`config.mk`:
```
export PLATFORM = sky130hd
export DESIGN_NAME = multi_phase_tlc_flat
export DESIGN_NICKNAME = d
export VERILOG_FILES = /design/src/rtl/multi_phase_tlc_if.sv /design/src/rtl/multi_phase_tlc.sv /design/src/flat_wrapper.sv
export SDC_FILE = /design/constraint.sdc
export NUM_CORES = 1
export LEC_CHECK = 0
export ABC_AREA = 1
export ABC_CLOCK_PERIOD_IN_PS = 1600
export BUFFER_PORTS_ARGS = -buffer_cell sky130_fd_sc_hd__buf_2
export CORE_MARGIN = 2
export CORE_UTILIZATION = 45
export CTS_CLUSTER_DIAMETER = 50
export DETAILED_ROUTE_END_ITERATION = 16
export PLACE_DENSITY = 0.63
export SYNTH_ARGS = -nofsm -noshare
export SYNTH_HDL_FRONTEND = slang
export SYNTH_SLANG_ARGS = --single-unit
```
`constraint.sdc`:
```
create_clock -name clk -period 1.6 [get_ports clk]
set_clock_uncertainty 0.05 [all_clocks]
set_input_delay 0.48 -clock clk [delete_from_list [all_inputs] [get_ports clk]]
set_output_delay 0.48 -clock clk [all_outputs]
set_load 0.02 [all_outputs]
```
`src/rtl/multi_phase_tlc_if.sv`:
```
// Supervisor-side bundle for the N-phase traffic light controller: sensor and
// preempt requests in, per-phase lights plus status out.
interface multi_phase_tlc_if #(
  parameter int N_DIR = 3
);
  localparam int CH_W = $clog2(N_DIR);

  logic [N_DIR-1:0]   sensor;
  logic               preempt;
  logic [2*N_DIR-1:0] lights;
  logic [CH_W-1:0]    active_ch;
  logic [1:0]         phase;

  modport master (output sensor, preempt, input lights, active_ch, phase);
  modport slave  (input sensor, preempt, output lights, active_ch, phase);
endinterface

```
`src/rtl/multi_phase_tlc.sv`:
```
// N-phase round-robin traffic light controller: green ends on vacancy timeout,
// max-green under conflict or preempt; fixed yellow, then a minimum all-red.
module multi_phase_tlc #(
  parameter int N_DIR   = 3,
  parameter int VAC_CYC = 4,
  parameter int MAX_CYC = 9,
  parameter int YEL_CYC = 2,
  parameter int RED_CYC = 1
) (
  input logic              clk,
  input logic              reset,
  multi_phase_tlc_if.slave bus
);
  localparam int CH_W  = $clog2(N_DIR);
  localparam int LIM_A = (VAC_CYC > MAX_CYC) ? VAC_CYC : MAX_CYC;
  localparam int LIM_B = (YEL_CYC > RED_CYC) ? YEL_CYC : RED_CYC;
  localparam int CNT_W = $clog2(((LIM_A > LIM_B) ? LIM_A : LIM_B) + 1);

  localparam logic [CNT_W-1:0] VAC_LIM  = CNT_W'(VAC_CYC);
  localparam logic [CNT_W-1:0] MAX_LIM  = CNT_W'(MAX_CYC);
  localparam logic [CNT_W-1:0] YEL_LAST = CNT_W'(YEL_CYC - 1);
  localparam logic [CNT_W-1:0] RED_LIM  = CNT_W'(RED_CYC);
  // The cycle in which red_cnt==RED_CYC-1 is the RED_CYC-th all-red cycle.
  localparam logic [CNT_W-1:0] RED_GO   = CNT_W'(RED_CYC - 1);

  typedef enum logic [1:0] {
    ST_ALLRED = 2'b00,
    ST_GREEN  = 2'b01,
    ST_YELLOW = 2'b10
  } state_t;

  state_t           state;
  logic [CH_W-1:0]  active_ch;
  logic [CNT_W-1:0] red_cnt, vac_cnt, max_cnt, yel_cnt;

  logic             grant_ok;
  logic [CH_W-1:0]  grant_ch;
  logic [CH_W-1:0]  scan_ch;
  logic [N_DIR-1:0] others;
  logic             cur_req, conflict, green_done;

  // Scan furthest offset first so the nearest requester after active_ch wins;
  // offset N_DIR wraps back to active_ch itself, re-granting a lone requester.
  // NOTE: every always_comb output gets a default before any branch, so no latch is inferred.
  always_comb begin
    grant_ok = 1'b0;
    grant_ch = active_ch;
    scan_ch  = active_ch;
    for (int i = N_DIR; i >= 1; i--) begin
      scan_ch = (int'(active_ch) + i >= N_DIR) ? CH_W'(int'(active_ch) + i - N_DIR)
                                               : CH_W'(int'(active_ch) + i);
      if (bus.sensor[scan_ch]) begin
        grant_ok = 1'b1;
        grant_ch = scan_ch;
      end
    end
  end

  always_comb begin
    others            = bus.sensor;
    others[active_ch] = 1'b0;
  end

  assign cur_req    = bus.sensor[active_ch];
  assign conflict   = cur_req && (|others);
  assign green_done = (vac_cnt >= VAC_LIM) || (max_cnt >= MAX_LIM) || bus.preempt;

  // NOTE: all state updates use non-blocking assignments so every test sees pre-edge values.
  always_ff @(posedge clk) begin
    if (reset) begin
      state     <= ST_ALLRED;
      active_ch <= CH_W'(N_DIR - 1);
      red_cnt   <= '0;
      vac_cnt   <= '0;
      max_cnt   <= '0;
      yel_cnt   <= '0;
    end else begin
      case (state)
        ST_ALLRED: begin
          if (red_cnt >= RED_GO && !bus.preempt && grant_ok) begin
            state     <= ST_GREEN;
            active_ch <= grant_ch;
          end else if (red_cnt < RED_LIM) begin
            red_cnt <= red_cnt + 1'b1;
          end
        end
        ST_GREEN: begin
          if (green_done) begin
            state   <= ST_YELLOW;
            vac_cnt <= '0;
            max_cnt <= '0;
            yel_cnt <= '0;
          end else begin
            // Both timers are sticky once started.
            if (!cur_req || vac_cnt != '0) vac_cnt <= vac_cnt + 1'b1;
            if (conflict || max_cnt != '0) max_cnt <= max_cnt + 1'b1;
          end
        end
        ST_YELLOW: begin
          if (yel_cnt == YEL_LAST) begin
            state   <= ST_ALLRED;
            yel_cnt <= '0;
            red_cnt <= '0;
          end else begin
            yel_cnt <= yel_cnt + 1'b1;
          end
        end
        default: begin
          state   <= ST_ALLRED;
          red_cnt <= '0;
          vac_cnt <= '0;
          max_cnt <= '0;
          yel_cnt <= '0;
        end
      endcase
    end
  end

  always_comb begin
    bus.lights = '0;
    bus.phase  = 2'b00;
    case (state)
      ST_GREEN: begin
        bus.lights[2*active_ch +: 2] = 2'b10;
        bus.phase                    = 2'b01;
      end
      ST_YELLOW: begin
        bus.lights[2*active_ch +: 2] = 2'b01;
        bus.phase                    = 2'b10;
      end
      default: ;
    endcase
  end

  assign bus.active_ch = active_ch;
endmodule

```
`src/flat_wrapper.sv`:
```
// flat-port wrapper written by rule: the top's interface ports become plain ports
module multi_phase_tlc_flat 
#(
  parameter int N_DIR   = 3,
  parameter int VAC_CYC = 4,
  parameter int MAX_CYC = 9,
  parameter int YEL_CYC = 2,
  parameter int RED_CYC = 1
)
  (clk, reset, bus_sensor, bus_preempt, bus_lights, bus_active_ch, bus_phase);
  multi_phase_tlc_if #(.N_DIR(N_DIR)) bus_i ();
  input logic clk;
  input logic reset;
  input wire logic [$bits(bus_i.sensor)-1:0] bus_sensor;
  input wire logic [$bits(bus_i.preempt)-1:0] bus_preempt;
  output wire logic [$bits(bus_i.lights)-1:0] bus_lights;
  output wire logic [$bits(bus_i.active_ch)-1:0] bus_active_ch;
  output wire logic [$bits(bus_i.phase)-1:0] bus_phase;
  assign bus_i.sensor = bus_sensor;
  assign bus_i.preempt = bus_preempt;
  assign bus_lights = bus_i.lights;
  assign bus_active_ch = bus_i.active_ch;
  assign bus_phase = bus_i.phase;
  multi_phase_tlc #(.N_DIR(N_DIR), .VAC_CYC(VAC_CYC), .MAX_CYC(MAX_CYC), .YEL_CYC(YEL_CYC), .RED_CYC(RED_CYC)) u_core (.clk(clk), .reset(reset), .bus(bus_i));
endmodule
```
==> results of run 1 <==
-- flip-flops by register name (all words and copies together), names as in the netlist --
name and cells:
u_core.vac_cnt 4, u_core.bus.active_ch 2, u_core.yel_cnt 4, u_core.state 2, u_core.max_cnt 4
-- cells by family (layout without fill, tap and decap cells) --
group,count (synthesis),after routing,synth area share
xor gates and xnor gates,2,2,0.01389
adders and majority gates,17,17,0.1686
and+or+nand+nor,95,95,0.3661
AOI/OAI and AO/OA,23,23,0.1071
buffers and inverters,30,98,0.09027
DFF,16,16,0.2540
-- cells in the mapped netlist --
library cell | instances | share of area
nand3b_1 | 1 | 0.0060
inv_1 | 23 | 0.068
nand3_1 | 12 | 0.048
nor2_4 | 3 | 0.027
xor2_1 | 2 | 0.014
nand2_2 | 6 | 0.030
nand2_1 | 42 | 0.12
o211ai_1 | 1 | 0.0060
dfxtp_1 | 16 | 0.25
nor3_1 | 5 | 0.020
nor3b_1 | 2 | 0.012
ha_1 | 17 | 0.17
nand2_4 | 1 | 0.0089
nor2_2 | 1 | 0.0050
o21bai_1 | 1 | 0.0060
a21oi_1 | 9 | 0.036
clkinv_1 | 1 | 0.0030
nand3_2 | 2 | 0.016
nor4_1 | 2 | 0.0099
o21ai_1 | 7 | 0.028
nor2_1 | 15 | 0.045
or2_0 | 1 | 0.0050
inv_2 | 5 | 0.015
o21ai_0 | 1 | 0.0040
a21oi_2 | 4 | 0.028
buf_2 | 1 | 0.0040
nand4_1 | 2 | 0.0099
-- routing by layer --
metal  up-vias  global-route usage  wire length, µm  part of all wire
li1        727                   -                -                 -
met1       715              0.2837             1672              0.40
met2        47              0.4483             2235              0.53
met3        10             0.06122              249             0.059
met4         0             0.07309               63             0.015
met5         -                   0                0                 0
-- cells in the final DEF (no fill, tap or decap), drive strengths merged --
master    count
ha           17
o211ai        1
a21oi        13
dfxtp        16
buf          65
nor3b         2
nor3          5
nand3b        1
o21ai         8
nand3        14
nor4          2
xor2          2
o21bai        1
clkinv        1
or2           1
inv          27
nand2        49
nor2         19
clkbuf        4
clkinvlp      1
nand4         2
-- final timing paths --
kind,to,depth (start not counted),slack [ns],from
setup / recovery,bus_lights[2],6,-0.52,u_core.bus.active_ch[1]
hold / removal,u_core.state[1],2,0.42,reset
setup reg to reg,u_core.max_cnt[2],12,-0.35,u_core.bus.active_ch[1]
hold reg to reg,u_core.vac_cnt[2],2,0.44,u_core.vac_cnt[2]
-- area by class of cell --
type                            count  area [µm²]  share of cell area
Tap cell                           31       38.79             0.01704
Sequential cell                    16       335.3              0.1473
Timing Repair Buffer               65       574.3              0.2523
Inverter                           29       132.6             0.05827
Clock buffer                        4       36.28             0.01594
Multi-Input combinational cell    137        1159              0.5091
-- worst max-delay path, cell delays in order (launching register included) --
cell and delay [ns]:
dfxtp_4 0.39, inv_4 0.05, ha_4 0.28, buf_6 0.10
nand2_4 0.06, nor4_4 0.24, buf_4 0.17
-- power breakdown --
group | total, W | switching (W) | leakage [nW] | internal [W]
Clock | 0.000285 | 0.000146 | 0.0210 | 0.000139
Sequential | 0.000605 | 0.0000959 | 0.133 | 0.000510
Combinational | 0.00336 | 0.00181 | 0.856 | 0.00155
-- metrics by stage --
step / total power [W] / hold WS, ns / cell area [µm²]
floorplan: 0.002024 / 0.3933 / 1386
global placement: 0.002696 / 0.4086 / 1705
detailed placement: 0.002747 / 0.4169 / 1705
CTS: 0.003749 / 0.3989 / 2123
global route: 0.004525 / 0.4166 / 2276
finish: 0.004251 / 0.4182 / 2276
-- timing repair --
action	in CTS	in global routing
hold buffers	0	0
resized for setup	70	34
endpoints found under the hold margin	0	0
buffers inserted	17	9
pin swaps	31	31
gates cloned	0	0
endpoints found under the setup margin	20	26
==> flow_metrics.tcl, run 1 <==
set metrics [dict create \
    outcome "complete, but fails checks" \
    violations "negative setup slack" \
    max_freq_mhz 471.6 \
    cp.required_ns 1.07 \
    place_hpwl_mm 2.526 \
    dr.pass1.iters 4 \
    area_growth_pct 80.46 \
    drive_gt1_frac 0.6096 \
    crit_path_end_kind "output port" \
    wl_per_cell_um 14.96 \
    grt_setup_unrepaired "yes" \
    postLayoutCoreUtil 0.8398 \
    core_um2 2710 \
    clock-root-buffer "clkbuf_4" \
    grt_start_max_net_pins 10 \
    power.leakage_nw 1.010 \
    grt_pass1_wl_mm 6.299 \
    rows 19 \
    ys_seq_area_frac 0.2540 \
    hold_violations 0 \
    max_slew_margin 0.6325 \
    dp.cells 256 \
    io_pins 16 \
    grt_overflow 0 \
    start_kind "flip-flop" \
    synth.avg_cell_area_um2 6.892 \
    drv_slew 0 \
    grt_pass1_vias 1470 \
    netlist_area_um2 1261 \
    syn_nets 206 \
    numPortBuffers 15 \
    antennaDiodeCount 0 \
    peakVddDrop_mv 1.510 \
    fin_nets 275 \
    synth-warning-count 0 \
    setup_violations 22 \
    drv_cap 0 \
    viasPerCell 5.316 \
    ys_seq_elements 16 \
    crit_arrival_ns 1.59 \
    antenna_found_initial 0 \
    period_share 1.325 \
    drt_iter0_drc 58 \
    power.density_nw_per_um2 1868 \
    clock_sinks 16 \
    start_util 0.4654 \
    chipWidth_um 56.94 \
    fin_ws_ns -0.5206 \
    ant_nets 0 \
    dieHeight_um 56.94 \
    finalNonFillerCells 282 \
    cts_max_level 1 \
    yosysUniqueCellTypes 27 \
    fin_crit_ns 2.121 \
    vias 1499 \
    dieArea_um2 3242 \
    clk_pin_slew_ns 0.10 \
    drt-total-wl_mm 4.220 \
    pre_cts_ws_ns -0.2078 \
    clockBufferDepth 2 \
    nFillCells 153 \
    tns_ns -5.948 \
    grtUsageTotal 0.2463 \
    place.gp.congestion 0.8681 \
    cts_made_buffers 3 \
    cts_tree "yes" \
    clkLatencyLatePin_ns 0.30 \
    tightestPinTransition_ns 0.5462 \
    drc 0 \
    cp_max_fo 4 \
    min_path_type "primary input to flip-flop" \
    crit_type "flip-flop to output port" \
    synthCells 183 \
]
No activity file was read; power rests on OpenSTA's default activity.
==> run 2: changes to the inputs <==
--- a/config.mk
+++ b/config.mk
@@ -9,10 +9,10 @@
 export ABC_CLOCK_PERIOD_IN_PS = 1600
 export BUFFER_PORTS_ARGS = -buffer_cell sky130_fd_sc_hd__buf_2
 export CORE_MARGIN = 2
-export CORE_UTILIZATION = 45
+export CORE_UTILIZATION = 51
 export CTS_CLUSTER_DIAMETER = 50
 export DETAILED_ROUTE_END_ITERATION = 16
-export PLACE_DENSITY = 0.63
+export PLACE_DENSITY = 0.7
 export SYNTH_ARGS = -nofsm -noshare
 export SYNTH_HDL_FRONTEND = slang
 export SYNTH_SLANG_ARGS = --single-unit
==> flow_metrics.tcl, run 2 (synthesis results as in run 1) <==
set metrics [dict create \
    clock-root-buffer "clkbuf_4" \
    peakVddDrop_mv 1.787 \
    crit_type "flip-flop to output port" \
    grt_setup_unrepaired "yes" \
    multi_input_area_um2 1187 \
    chipWidth_um 53.73 \
    drt-total-wl_mm 4.622 \
    pre_cts_ws_ns -0.1969 \
    hold_violations 0 \
    rr_worst_depth 13 \
    ff2ff_setup_slack_ns -0.35 \
    power.leakage_nw 0.9440 \
    r2r_end "u_core.bus.active_ch[0]" \
    clock_sinks 16 \
    drv_slew 0 \
    cts_hold_buf 0 \
    rows 18 \
    grt_overflow 0 \
    fin_ws_ns -0.5046 \
    period_share 1.315 \
    dieArea_um2 2887 \
    finalPower_w 0.004157 \
    clkLatencyLatePin_ns 0.31 \
    cp-startpoint "u_core.bus.active_ch[0]" \
    final_cell_mix "nand2_1, buf_4, buf_6" \
    nFillCells 100 \
    dieHeight_um 53.73 \
    io_pins 16 \
    dp.cells 253 \
    drc 0 \
    clockBufferDepth 2 \
    max_freq_mhz 475.1 \
    cts_made_buffers 3 \
    antennaDiodeCount 0 \
    min_path_type "primary input to flip-flop" \
    grt_pass1_vias 1468 \
    vias 1509 \
    outcome "complete, but fails checks" \
    violations "negative setup slack" \
    cp_max_fo 4 \
    wl_per_cell_um 17.18 \
    tightestPinTransition_ns 0.2592 \
    grt_pass1_wl_mm 6.334 \
    fin_nets 263 \
    stdcell_area_um2 2198 \
    reg.largest.list "u_core.max_cnt x4, u_core.vac_cnt x4, u_core.yel_cnt x4" \
    core_um2 2410 \
    grtUsageTotal 0.3027 \
    max_slew_margin 0.8259 \
    final_common_cell "nand2_1" \
    place_hpwl_mm 2.493 \
    start_util 0.5234 \
    grt_start_max_net_pins 10 \
    seqCellArea_um2 335.3 \
    numPortBuffers 15 \
    crit_arrival_ns 1.57 \
    clk_pin_slew_ns 0.10 \
    setup_violations 22 \
    postLayoutCoreUtil 0.9123 \
    cts_max_level 1 \
    finalNonFillerCells 269 \
    drt_iter0_drc 34 \
    cts_tree "yes" \
    area_growth_pct 74.31 \
    dpl_cell_area_um2 1689 \
    rr_startpoint "u_core.bus.active_ch[0]" \
    drive_gt1_frac 0.6109 \
    place.gp.congestion 0.8483 \
    fin_crit_ns 2.105 \
    viasPerCell 5.610 \
    crit_path_end_kind "output port" \
    cp.required_ns 1.07 \
    ant_nets 0 \
    drv_cap 0 \
    dr.pass1.iters 4 \
    antenna_found_initial 0 \
    crit_path_end "bus_lights[2]" \
    start_kind "flip-flop" \
    power.density_nw_per_um2 1891 \
]
run 2: cell types whose count changed in the layout (fill, tap and decap cells not counted), sizes merged:
cell	before	now
buf	65	53
run 2: area by class of cell:
| class | instances | share of cell area |
|---|---|---|
| inverters | 29 | 0.05692 |
| multi-input cells | 137 | 0.5401 |
| flip-flops and latches | 16 | 0.1525 |
| well taps | 30 | 0.01707 |
| clock buffers | 4 | 0.01651 |
| repair buffers | 53 | 0.2168 |
run 2: critical path, cell delays in order (launching register included):
cell     delay (ns)
dfxtp_4        0.39
inv_6          0.05
ha_4           0.31
nand2_4        0.08
nor4_4         0.26
buf_4          0.18
run 2: stage by stage:
step / setup TNS, ns / hold slack [ns]
2_1_floorplan: -0.8079 / 0.3933
3_3_place_gp: -1.244 / 0.4049
3_5_place_dp: -2.174 / 0.4090
4_1_cts: -4.283 / 0.4233
5_1_grt: -6.504 / 0.4410
6_report: -5.068 / 0.4233
run 2: repair_timing:
action / in CTS / in global routing
gates resized for setup: 59 / 39
endpoints found under the setup margin: 22 / 24
setup buffers: 8 / 6
pin swaps: 21 / 21
gates cloned: 0 / 0
run 2: how the worst min path moves through the flow:
| stage | cells after the start | endpoint | start |
|---|---|---|---|
| finish | 2 | u_core.state[0] | reset |
| global route | 2 | u_core.state[0] | reset |
| CTS | 2 | u_core.state[0] | reset |
| detailed placement | 2 | u_core.vac_cnt[2] | u_core.vac_cnt[2] |
| global placement | 2 | u_core.max_cnt[3] | u_core.max_cnt[3] |
| floorplan | 2 | u_core.max_cnt[3] | u_core.max_cnt[3] |
run 2: power by group:
part | internal (W) | switching, W | total (W)
clock network | 0.000139 | 0.000152 | 0.000291
registers | 0.000510 | 0.000101 | 0.000611
logic | 0.00143 | 0.00183 | 0.00326
run 2: routing by layer:
| metal | up-vias | global-route usage | routed length [µm] |
|---|---|---|---|
| met2 | 67 | 0.5447 | 2435 |
| met4 | 0 | 0.1410 | 156 |
| met1 | 723 | 0.3356 | 1750 |
| li1 | 697 | - | - |
| met3 | 22 | 0.06389 | 280 |
| met5 | - | 0 | 0 |
